<file path="config.mk">
export PLATFORM = sky130hd
export DESIGN_NAME = clk_period_monitor
export DESIGN_NICKNAME = d
export VERILOG_FILES = /design/src/rtl/clk_mon_pkg.sv /design/src/rtl/sync_edge_det.sv /design/src/rtl/clk_period_monitor.sv
export SDC_FILE = /design/constraint.sdc
export NUM_CORES = 1
export LEC_CHECK = 0
export ABC_AREA = 1
export BUFFER_PORTS_ARGS = -buffer_cell sky130_fd_sc_hd__buf_2
export CAP_MARGIN = 10
export CORE_MARGIN = 2
export CORE_UTILIZATION = 60
export DETAILED_ROUTE_END_ITERATION = 8
export HOLD_SLACK_MARGIN = 0.12
export MAX_ROUTING_LAYER = met4
export PLACE_DENSITY = 0.82
export SLEW_MARGIN = 15
export SYNTH_ARGS = -nofsm -noshare
export SYNTH_HDL_FRONTEND = slang
export SYNTH_SLANG_ARGS = --single-unit
</file>
<file path="constraint.sdc">
create_clock -name clk -period 2.75 [get_ports clk]
set_input_delay 0.275 -clock clk [delete_from_list [all_inputs] [get_ports clk]]
set_output_delay 0.275 -clock clk [all_outputs]
set_load 0.05 [all_outputs]
</file>
<file path="src/rtl/clk_mon_pkg.sv">
// Shared constants, state encoding and the tolerance-window helper for the
// clock period monitor.
package clk_mon_pkg;

  localparam int DEF_CNT_W       = 27;
  localparam int DEF_SYNC_STAGES = 2;
  localparam int DEF_EXPECT_HALF = 25_000_001;
  localparam int DEF_TOL         = 1_000;
  localparam int DEF_TIMEOUT     = 50_000_000;

  typedef logic [1:0] state_t;

  localparam state_t ST_ACQUIRE = 2'd0;
  localparam state_t ST_HIGH    = 2'd1;
  localparam state_t ST_LOW     = 2'd2;

  // Written as val + tol >= centre so that an unsigned centre - tol can never underflow.
  function automatic logic in_window(input int unsigned val,
                                     input int unsigned centre,
                                     input int unsigned tol);
    return ((val + tol) >= centre) && (val <= (centre + tol));
  endfunction

endpackage

</file>
<file path="src/rtl/sync_edge_det.sv">
// Multi-flop synchroniser for an asynchronous input, followed by registered
// single-cycle rising/falling edge pulses.
module sync_edge_det #(
  parameter int SYNC_STAGES = 2
) (
  input  logic clk,
  input  logic rst_n,
  input  logic sig_in,
  output logic rise_pulse,
  output logic fall_pulse
);

  logic [SYNC_STAGES-1:0] sync_q, sync_d;
  logic                   hist_q, hist_d;
  logic                   rise_q, rise_d;
  logic                   fall_q, fall_d;

  // The history flop resets low, so an input that is already high at reset
  // release produces exactly one rise pulse.
  always_comb begin
    sync_d = {sync_q[SYNC_STAGES-2:0], sig_in};
    hist_d = sync_q[SYNC_STAGES-1];
    rise_d = sync_q[SYNC_STAGES-1] & ~hist_q;
    fall_d = ~sync_q[SYNC_STAGES-1] & hist_q;
  end

  always_ff @(posedge clk or negedge rst_n) begin
    if (!rst_n) begin
      sync_q <= '0;
      hist_q <= 1'b0;
      rise_q <= 1'b0;
      fall_q <= 1'b0;
    end else begin
      sync_q <= sync_d;
      hist_q <= hist_d;
      rise_q <= rise_d;
      fall_q <= fall_d;
    end
  end

  assign rise_pulse = rise_q;
  assign fall_pulse = fall_q;

endmodule

</file>
<file path="src/rtl/clk_period_monitor.sv">
// Measures high phase, low phase and period of a slow square wave in system
// clock cycles, with lock detection and stuck-input timeout.
module clk_period_monitor
  import clk_mon_pkg::*;
#(
  parameter int CNT_W       = DEF_CNT_W,
  parameter int SYNC_STAGES = DEF_SYNC_STAGES,
  parameter int EXPECT_HALF = DEF_EXPECT_HALF,
  parameter int TOL         = DEF_TOL,
  parameter int TIMEOUT     = DEF_TIMEOUT
) (
  input  logic             clk,
  input  logic             rst_n,
  input  logic             sig_in,
  output logic             rise_pulse,
  output logic             fall_pulse,
  output logic [CNT_W-1:0] high_cycles,
  output logic [CNT_W-1:0] low_cycles,
  output logic [CNT_W:0]   period_cycles,
  output logic             period_valid,
  output logic             locked,
  output logic             timeout
);

  localparam logic [CNT_W-1:0] TIMEOUT_C = CNT_W'(TIMEOUT);

  logic rise, fall;

  state_t           state_q, state_d;
  logic [CNT_W-1:0] cnt_q, cnt_d;
  logic [CNT_W-1:0] high_q, high_d;
  logic [CNT_W-1:0] low_q, low_d;
  logic [CNT_W:0]   period_q, period_d;
  logic             valid_q, valid_d;
  logic             locked_q, locked_d;
  logic             timeout_q, timeout_d;
  logic             timed_out;

  sync_edge_det #(
    .SYNC_STAGES(SYNC_STAGES)
  ) u_sync (
    .clk        (clk),
    .rst_n      (rst_n),
    .sig_in     (sig_in),
    .rise_pulse (rise),
    .fall_pulse (fall)
  );

  // Timeout has priority over any edge seen in the same cycle.
  assign timed_out = (state_q != ST_ACQUIRE) && (cnt_q == TIMEOUT_C);

  always_comb begin
    state_d   = state_q;
    cnt_d     = cnt_q;
    high_d    = high_q;
    low_d     = low_q;
    period_d  = period_q;
    valid_d   = 1'b0;
    locked_d  = locked_q;
    timeout_d = timeout_q;

    if (timed_out) begin
      timeout_d = 1'b1;
      locked_d  = 1'b0;
      cnt_d     = '0;
      state_d   = ST_ACQUIRE;
    end else begin
      case (state_q)
        ST_ACQUIRE: begin
          if (rise) begin
            cnt_d   = CNT_W'(1);
            state_d = ST_HIGH;
          end
        end
        ST_HIGH: begin
          if (fall) begin
            high_d  = cnt_q;
            cnt_d   = CNT_W'(1);
            state_d = ST_LOW;
          end else begin
            cnt_d = cnt_q + CNT_W'(1);
          end
        end
        ST_LOW: begin
          if (rise) begin
            low_d     = cnt_q;
            period_d  = {1'b0, high_q} + {1'b0, cnt_q};
            valid_d   = 1'b1;
            timeout_d = 1'b0;
            locked_d  = in_window(32'(high_q), EXPECT_HALF, TOL) &&
                        in_window(32'(cnt_q), EXPECT_HALF, TOL);
            cnt_d     = CNT_W'(1);
            state_d   = ST_HIGH;
          end else begin
            cnt_d = cnt_q + CNT_W'(1);
          end
        end
        default: begin
          cnt_d   = '0;
          state_d = ST_ACQUIRE;
        end
      endcase
    end
  end

  always_ff @(posedge clk or negedge rst_n) begin
    if (!rst_n) begin
      state_q   <= ST_ACQUIRE;
      cnt_q     <= '0;
      high_q    <= '0;
      low_q     <= '0;
      period_q  <= '0;
      valid_q   <= 1'b0;
      locked_q  <= 1'b0;
      timeout_q <= 1'b0;
    end else begin
      state_q   <= state_d;
      cnt_q     <= cnt_d;
      high_q    <= high_d;
      low_q     <= low_d;
      period_q  <= period_d;
      valid_q   <= valid_d;
      locked_q  <= locked_d;
      timeout_q <= timeout_d;
    end
  end

  assign rise_pulse    = rise;
  assign fall_pulse    = fall;
  assign high_cycles   = high_q;
  assign low_cycles    = low_q;
  assign period_cycles = period_q;
  assign period_valid  = valid_q;
  assign locked        = locked_q;
  assign timeout       = timeout_q;

endmodule

</file>
Word-level counts from Yosys, hierarchy flattened

Index checks and enable logic that the tools add are counted.

Bits in registers: 119
Output and inout port bits: 87
Logic and storage cells: 62

$add $sub $neg: 4
$lt $le $gt $ge: 4
Eq/ne operators: 6
Muxes and demuxes: 18
Bitwise operators: 5
Reductions and logical operators: 13

Operator list:

| kind                                                                                   | count |
|---|---|
| 27-bit 2-to-1 mux                                                                      | 4 |
| 27-bit case mux with 3 select lines                                                    | 1 |
| 27-bit by 10-bit adder with 28-bit output (second input constant)                      | 2 |
| 28-bit by 25-bit greater-or-equal comparator with 1-bit output (second input constant) | 2 |
| 27-bit by 25-bit less-or-equal comparator with 1-bit output (second input constant)    | 2 |
| 27-bit by 27-bit adder with 28-bit output                                              | 1 |
| 27-bit by 1-bit adder with 27-bit output (second input constant)                       | 1 |
| 27-bit by 26-bit equality test with 1-bit output (second input constant)               | 1 |
| 1-bit 2-to-1 mux                                                                       | 9 |
| 2-bit 2-to-1 mux                                                                       | 3 |
| 3-bit by 2-bit inequality test with 1-bit output (second input constant)               | 2 |
| 3-bit AND reduction                                                                    | 2 |
| 2-bit nonzero test                                                                     | 3 |
| 1-bit logical AND                                                                      | 4 |
| 2-bit case mux with 2 select lines                                                     | 1 |
| 2-bit AND reduction                                                                    | 2 |
| 3-bit by 1-bit inequality test with 1-bit output (second input constant)               | 1 |
| 1-bit NOT                                                                              | 3 |
| 1-bit AND                                                                              | 2 |
| 2-bit by 1-bit equality test with 1-bit output (second input constant)                 | 1 |
| 2-bit equality test (second input constant)                                            | 1 |
| 2-bit zero test                                                                        | 1 |
| 2-bit OR reduction                                                                     | 1 |

Logic depth before layout (Yosys ltp)

Gate-level depths: netlist (run 1).

Word-level depth: 7
Depth in mapped cells: 16

Modules after synthesis

Synthesis (run 1) repeated with hierarchy kept, for this count alone.

Cells, all modules: 1,175
Area total of the unflattened synthesis: 8,202.9 sq um

Modules (own cells, without submodules):

| module             | instances | cells an instance | area each (sq um) |
|---|---|---|---|
| clk_period_monitor | 1         | 1,166             | 8,062.7 |
| sync_edge_det      | 1         | 9                 | 140.1 |

Worst setup path after synthesis (run 1)

Ideal clock, no wire load.

Path kind: flip-flop to flip-flop
Start point: reg high_q[0] (netlist: high_cycles[0])
End point: reg period_q[14] (netlist: period_cycles[14])
Library setup time: 0.118 ns
Data arrival time: 2.322 ns
Required time: 2.632 ns
Slack: 0.310 ns
Cell stages (with the launch flop): 14
Cells stage by stage: dfrtp_1 ha_1 inv_1 fa_1 o21ai_2 nand2_1 nand2_1 inv_1 o21ai_2 a21oi_1 o21bai_1 nand2_1 nand3_1 nand2_1

Cells in the longest elaborated chain, start to end: 1

RTL lines:

| what                                      | line                      | source |
|---|---|---|
| from (decl)                               | clk_period_monitor.sv:31  | `logic [CNT_W-1:0] high_q, high_d;` |
| from (signal assigned)                    | clk_period_monitor.sv:119 | `high_q <= high_d;` |
| 27-bit by 27-bit adder with 28-bit output | clk_period_monitor.sv:87  | `period_d = {1'b0, high_q} + {1'b0, cnt_q};` |
| to (signal assigned)                      | clk_period_monitor.sv:121 | `period_q <= period_d;` |
| to (decl)                                 | clk_period_monitor.sv:33  | `logic [CNT_W:0] period_q, period_d;` |

Every way passes these cells.
A chain may end at the register's enable or synchronous reset.

Worst setup path in the final report (run 1)

Start point: reg cnt_q[0]
End point: reg period_q[14] (netlist: period_cycles[14])

Cells in the longest elaborated chain, start to end: 4
Elaborated cells between the ends (all ways): 5

RTL lines:

| what                                                                                              | line                      | source |
|---|---|---|
| from (decl)                                                                                       | clk_period_monitor.sv:30  | `logic [CNT_W-1:0] cnt_q, cnt_d;` |
| from (signal assigned)                                                                            | clk_period_monitor.sv:118 | `cnt_q <= cnt_d;` |
| parallel branches: the longest is 4 deep, another holds 27-bit by 27-bit adder with 28-bit output | --                        |  |

Parallel ways; which one is timed is not known.

==> run summary, run 1 <==
Post-Route Utilization - 0.721
Port Buffers - 89
Static Leak - 4.56 nW
WP data required - 3.06 ns
ranking of synthesized cells by area - dfrtp_1, nand2_1, o21ai_0
Die W - 119 um
Pre-Repair DR Iteration Count - 6
hpwl dp - 17,300 um
MaxCap Viol Count - 0
Synth top area share - 0.376
share of layout cells above drive strength 1 - 0.152
antenna viol nets, final - 0
die area - 14,100 um^2
CTS tree - yes
CP Max Fanout - 6
worst setup path class - reg -> reg
Hold Fails Final Rpt - 0
Max VDD drop - 0.000581 V
Final Skew - 0.00920 ns
Power Density - 577 nW/um^2
antenna cell count - 0
area grow syn2layout - 16.3%
mux contribution to synthesized area - 0
Routed WL - 22,900 um
critical path arrival - 2.81 ns
sw frac - 0.349
sequential share of the synthesized area - 0.376
largest net degree at the start of global routing - 58
Cell Area, Synth - 7920 um^2
first-pass GRT wire length - 37,400 um
Psw - 0.00185 W
final setup margin - 0.248 ns
post-route minimum period - 2.50 ns
XOR/XNOR Fraction of Synth Area - 0.0453
Max Clock Freq - 400 MHz
fin crit share - 0.910
Core Area - 12,800 um^2
largest area contributor in the netlist - dfrtp_1
Die Ht - 119 um
endpoint class of the critical path - flip-flop
Final Instance Count excl. Fillers - 1,381
Synth Instances - 1,092
Vias/cell - 5.81
average routed wire per standard cell - 16.6 um
Adder-Cell Fraction of Synth Area - 0.0578
worst slack, placed - 0.331 ns
Yosys reg bits - 119
initial DRC count - 793
sequential fraction of design power - 0.369
Worst-path clk slew - 0.06 ns
library cells used by synthesis - 48
aggregate global routing overflow - 0
Post-Route Setup TNS - 0 ns
row count - 41
Combinational Power Share - 0.219
Num CTS Buffers - 17
Root Driver - clkbuf_16
RSZ-0062 raised after global routing - false
Net count, final - 1,235
Reg2Reg Depth - 13
Max clock buf depth - 2
worst min path class - in -> async
antenna violations before repair - 0
overall global routing resource usage - 0.345
final setup fails - 0
htree depth - 4
clock share of power - 0.412
Yosys warnings - 0
placed cell count - 1,347
CP Launch Type - flip-flop
Filler cells - 1,090
worst skew pair latency - 0.42 ns
Sink Count - 119
status - completed
drt drc - 0
slew at the pin closest to its max-slew limit - 0.480 ns
main combinational cell family by area after synthesis - simple AND/OR/NAND/NOR gates
Compound-Gate Fraction of Synth Area - 0.130
Post-CTS Setup Repair Bufs - 0
max-slew violations - 0
Post-Synth Simple-Gate Area - 0.317
number of global-route vias before repair - 7,409
initial cell density of the core - 0.620
Post-Syn Nets - 1,131
Rel. slew slack - 0.677
Ports - 90
RD Place Congestion - 1.02
vias - 8,020
Post-Synthesis Mean Instance Area - 7.25 um^2
post-layout power - 0.00531 W
Pint - 0.00346 W
==> cells in the mapped netlist, drive strengths merged <==
cell type and count:
o2111ai 1, nand3 65, clkinv 1, o211ai 3, nand2 288, clkbuf 5
xor2 31, o31ai 1, nor3b 1, buf 19, nor3 33, a21boi 1
or2 7, a211oi 5, nor2 131, xnor2 10, nand3b 2, nor4 5
a21oi 43, o22ai 6, o21ai 109, inv 116, and3 1, a221oi 1
ha 35, a31oi 5, o21a 3, o21bai 4, a2111o 1, a21o 5
and2 2, nand4 32, dfrtp 119, fa 1
==> registers in the layout, indices dropped and copies added, names as in the netlist <==
name	flops
locked	1
cnt_q	27
low_cycles	27
timeout	1
u_sync.fall_pulse	1
u_sync.sync_q	2
period_valid	1
u_sync.hist_q	1
period_cycles	28
state_q	2
high_cycles	27
u_sync.rise_pulse	1
==> through the flow <==
step | instance area, um^2 | hold slack (ns)
final | 9210 | 0.339
after global routing | 9210 | 0.367
after CTS | 9210 | 0.341
after detailed placement | 8600 | 0.242
after global placement | 8600 | 0.246
after floorplan | 7920 | -0.0206
==> power groups by stage <==
stage	logic (W)	clock network, W	registers (W)
after CTS	0.00116	0.00220	0.00196
after global routing	0.00125	0.00229	0.00198
final	0.00116	0.00219	0.00196
after detailed placement	0.00115	0	0.00199
after global placement	0.00114	0	0.00199
after floorplan	0.000596	0	0.00221
==> cell usage in the layout, fill, tap and decap left out, types with 25 or more instances in the layout <==
master | netlist | routed
nor2_1 | 120 | 120
ha_1 | 35 | 35
nand4_1 | 31 | 31
xor2_1 | 31 | 31
o21ai_0 | 104 | 104
dfrtp_1 | 119 | 119
buf_2 | 12 | 88
nand2_1 | 282 | 282
a21oi_1 | 43 | 43
inv_1 | 108 | 108
nand3_1 | 63 | 63
nor3_1 | 25 | 25
==> layer usage <==
layer	GRT usage	up-vias	share of wire
li1	-	3837	-
met1	0.465	3740	0.44
met2	0.531	384	0.46
met3	0.0503	59	0.072
met4	0.132	0	0.029
met5	-	-	0
==> worst max-delay path, stage by stage (launching register included) <==
cell	delay [ns]
dfrtp_1	0.47
ha_1	0.22
inv_1	0.05
fa_1	0.44
o21ai_2	0.29
nand2_1	0.08
nand2_1	0.12
inv_1	0.08
o21ai_2	0.19
a21oi_1	0.14
o21bai_1	0.14
nand2_1	0.06
nand3_1	0.07
nand2_1	0.05
==> logic make-up (layout without fill, tap and decap cells) <==
family / after synthesis / in the layout
AO/OA/AOI/OAI: 188 / 188
XOR/XNOR: 41 / 41
adder cells (fa/ha/maj): 36 / 36
buffers and inverters: 141 / 258
flip-flops: 119 / 119
AND/OR/NAND/NOR: 567 / 567
==> final timing paths <==
| check | startpoint | endpoint | slack, ns |
|---|---|---|---|
| hold reg to reg | u_sync.sync_q[0]$_DFF_PN0_ | u_sync.sync_q[1]$_DFF_PN0_ | 0.35 |
| setup reg to reg | cnt_q[0]$_DFFE_PN0P_ | period_cycles[14]$_DFFE_PN0P_ | 0.25 |
| setup / recovery | cnt_q[0]$_DFFE_PN0P_ | period_cycles[14]$_DFFE_PN0P_ | 0.25 |
| hold / removal | rst_n | period_cycles[3]$_DFFE_PN0P_ | 0.34 |
| max in group asynchronous | rst_n | period_cycles[24]$_DFFE_PN0P_ | 1.68 |
| min in group clk | u_sync.sync_q[0]$_DFF_PN0_ | u_sync.sync_q[1]$_DFF_PN0_ | 0.35 |
==> what timing repair did <==
action                    in CTS  in global routing
resized for setup              0                  0
hold endpoints to repair      33                  0
hold buffers                   2                  0
==> layout make-up <==
type / count / area (um^2) / share of cell area
Inverter: 117 / 444 / 0.0482
Clock buffer: 20 / 467 / 0.0507
Tap cell: 172 / 215 / 0.0234
Multi-Input combinational cell: 832 / 4360 / 0.473
Sequential cell: 119 / 2980 / 0.323
Timing Repair Buffer: 109 / 628 / 0.0682
Clock inverter: 12 / 116 / 0.0126
Note: power is estimated with default switching activity, not from simulation.
==> run 2, diff against run 1 <==
--- a/config.mk
+++ b/config.mk
@@ -5,15 +5,15 @@
 export SDC_FILE = /design/constraint.sdc
 export NUM_CORES = 1
 export LEC_CHECK = 0
-export ABC_AREA = 1
+export ABC_AREA = 0
 export BUFFER_PORTS_ARGS = -buffer_cell sky130_fd_sc_hd__buf_2
 export CAP_MARGIN = 10
 export CORE_MARGIN = 2
-export CORE_UTILIZATION = 60
+export CORE_UTILIZATION = 59
 export DETAILED_ROUTE_END_ITERATION = 8
 export HOLD_SLACK_MARGIN = 0.12
 export MAX_ROUTING_LAYER = met4
-export PLACE_DENSITY = 0.82
+export PLACE_DENSITY = 0.81
 export SLEW_MARGIN = 15
 export SYNTH_ARGS = -nofsm -noshare
 export SYNTH_HDL_FRONTEND = slang
==> run 2 against run 1 <==
  * Wire length down 13%
  * Flip-flop and latch count unchanged
  * Utilization up 1.6 points
  * Critical endpoint is now period_cycles[20]$_DFFE_PN0P_
  * Critical path type unchanged
  * Count of clock-buffer cells in the layout up 1
  * Combinational power down 6%
  * Largest power group unchanged
  * Hold slack better by 0.013 ns
  * Clock skew about the same
  * Power down 2.1%
==> run summary, run 2 <==
antenna cell count - 0
Post-synth EDFFs - 0
Core Area - 12,100 um^2
CP Launch Type - flip-flop
Rel. slew slack - 0.556
Adder-Cell Fraction of Synth Area - 0.0626
Post-Synthesis Mean Instance Area - 8.86 um^2
Post-Route Setup TNS - 0 ns
hpwl dp - 14,400 um
endpoint class of the critical path - flip-flop
Ports - 90
average routed wire per standard cell - 17.6 um
count leader, synth - nand2_1
worst min path class - reg -> reg
Vias/cell - 5.96
Post-Syn Nets - 865
fraction of registers with async set/reset - 1.00
sequential share of the synthesized area - 0.407
most frequent cells in the layout - nand2_1, dfrtp_1, buf_2
largest area contributor in the netlist - dfrtp_1
drt drc - 0
library cells used by synthesis - 66
initial DRC count - 571
Die Ht - 115 um
WP data required - 3.06 ns
ranking of synthesized cells by area - dfrtp_1, nand2_1, ha_1
MaxCap Viol Count - 0
post-route minimum period - 2.70 ns
vias - 6,752
Yosys warnings - 0
Post-synth top flop - dfrtp_1
Port Buffers - 89
Cell Area, Synth - 7320 um^2
share of layout cells above drive strength 1 - 0.241
area grow syn2layout - 21.5%
htree depth - 4
post-layout power - 0.00520 W
Routed WL - 19,900 um
status - completed
Synth Instances - 826
die area - 13,300 um^2
main combinational cell family by area after synthesis - simple AND/OR/NAND/NOR gates
XOR/XNOR Fraction of Synth Area - 0.0515
aggregate global routing overflow - 0
Worst-path clk slew - 0.05 ns
RD Place Congestion - 0.964
Post-Route Utilization - 0.737
Hold Fails Final Rpt - 0
row count - 40
Sink Count - 119
Compound-Gate Fraction of Synth Area - 0.174
Max VDD drop - 0.000469 V
leading cell type in the layout, fill and taps excluded - nand2_1
Max Clock Freq - 371 MHz
max FFs per register - 28
first-pass GRT wire length - 32,300 um
initial cell density of the core - 0.607
Final Skew - 0.00960 ns
worst setup path class - reg -> reg
Num CTS Buffers - 17
Post-CTS Setup Repair Bufs - 0
final setup fails - 0
mux contribution to synthesized area - 0.0414
Pre-Repair DR Iteration Count - 5
Yosys reg bits - 119
Root Driver - clkbuf_16
Power Density - 585 nW/um^2
Net count, final - 991
Synth top cells by count - nand2_1, dfrtp_1, o21ai_0, nor2_1, a21oi_1
Max clock buf depth - 2
CTS tree - yes
worst skew pair latency - 0.43 ns
Die W - 115 um
antenna violations before repair - 0
slew at the pin closest to its max-slew limit - 0.664 ns
hold_ws - 0.352 ns
Static Leak - 4.58 nW
largest net degree at the start of global routing - 57
Post-Synth Simple-Gate Area - 0.218
critical path arrival - 3.00 ns
CP Max Fanout - 5
antenna viol nets, final - 0
max-slew violations - 0
overall global routing resource usage - 0.323
fin crit share - 0.981
Synth top area share - 0.407
number of global-route vias before repair - 6,363
run 2: layout make-up:
class | count | area, um^2
multi-input cells | 643 | 4090
fillers | 908 | 3170
flip-flops and latches | 119 | 2980
repair buffers | 156 | 993
clock buffers | 21 | 460
well taps | 168 | 210
clock inverters | 10 | 105
inverters | 15 | 56.3
run 2: per-stage QoR:
| step | instance area [um^2] | setup slack, ns | cells |
|---|---|---|---|
| after CTS | 8840 | 0.0470 | 1132 |
| after detailed placement | 8260 | 0.0658 | 1099 |
| after floorplan | 7350 | 0.0233 | 826 |
| after global placement | 8260 | 0.120 | 1099 |
| final | 8890 | 0.0513 | 1132 |
| after global routing | 8890 | -0.0651 | 1132 |
run 2: final timing paths:
check / startpoint / end / slack (ns) / depth (start not counted)
max: high_cycles[10]$_DFFE_PN0P_ / period_cycles[20]$_DFFE_PN0P_ / 0.05 / 10
min: u_sync.sync_q[0]$_DFF_PN0_ / u_sync.sync_q[1]$_DFF_PN0_ / 0.35 / 0
max reg2reg: high_cycles[10]$_DFFE_PN0P_ / period_cycles[20]$_DFFE_PN0P_ / 0.05 / 10
min reg2reg: u_sync.sync_q[0]$_DFF_PN0_ / u_sync.sync_q[1]$_DFF_PN0_ / 0.35 / 0
max in group asynchronous: rst_n / high_cycles[0]$_DFFE_PN0P_ / 1.62 / 3
min in group asynchronous: rst_n / period_cycles[5]$_DFFE_PN0P_ / 0.42 / 2
run 2: repair_timing:
item                                    CTS  global route
endpoints found under the setup margin    0             3
gates resized for setup                   0             7
endpoints found under the hold margin    48             0
hold buffers                              2             0
run 2: where the power goes:
| group | internal (W) | total (W) | leakage, nW | switching [W] |
|---|---|---|---|---|
| Combinational | 0.000339 | 0.00109 | 2.67 | 0.000747 |
| Clock | 0.00136 | 0.00215 | 0.278 | 0.000785 |
| Sequential | 0.00186 | 0.00197 | 1.64 | 0.000109 |
run 2: cell families after synthesis:
kind of cell,Yosys count
mux,27
flops,119
buf+inv,64
xor+xnor,43
compound gates,202
simple gates,335
fa+ha+maj,36
run 2: worst max-delay path, cell delays in order (launching register included):
cell,delay (ns)
dfrtp_1,0.41
ha_4,0.27
and2_2,0.23
a21o_1,0.22
a211oi_1,0.33
o31a_1,0.35
o311ai_4,0.13
a21oi_2,0.17
buf_4,0.14
o21ai_0,0.07
a211o_1,0.26
run 2: routing by layer:
| metal | wire length [um] | share of wire | vias to the layer above | GRT usage |
|---|---|---|---|---|
| li1 | - | - | 3193 | - |
| met1 | 8890 | 0.45 | 3198 | 0.430 |
| met2 | 9160 | 0.46 | 304 | 0.485 |
| met3 | 1290 | 0.064 | 57 | 0.0601 |
| met4 | 616 | 0.031 | 0 | 0.139 |
| met5 | 0 | 0 | - | - |
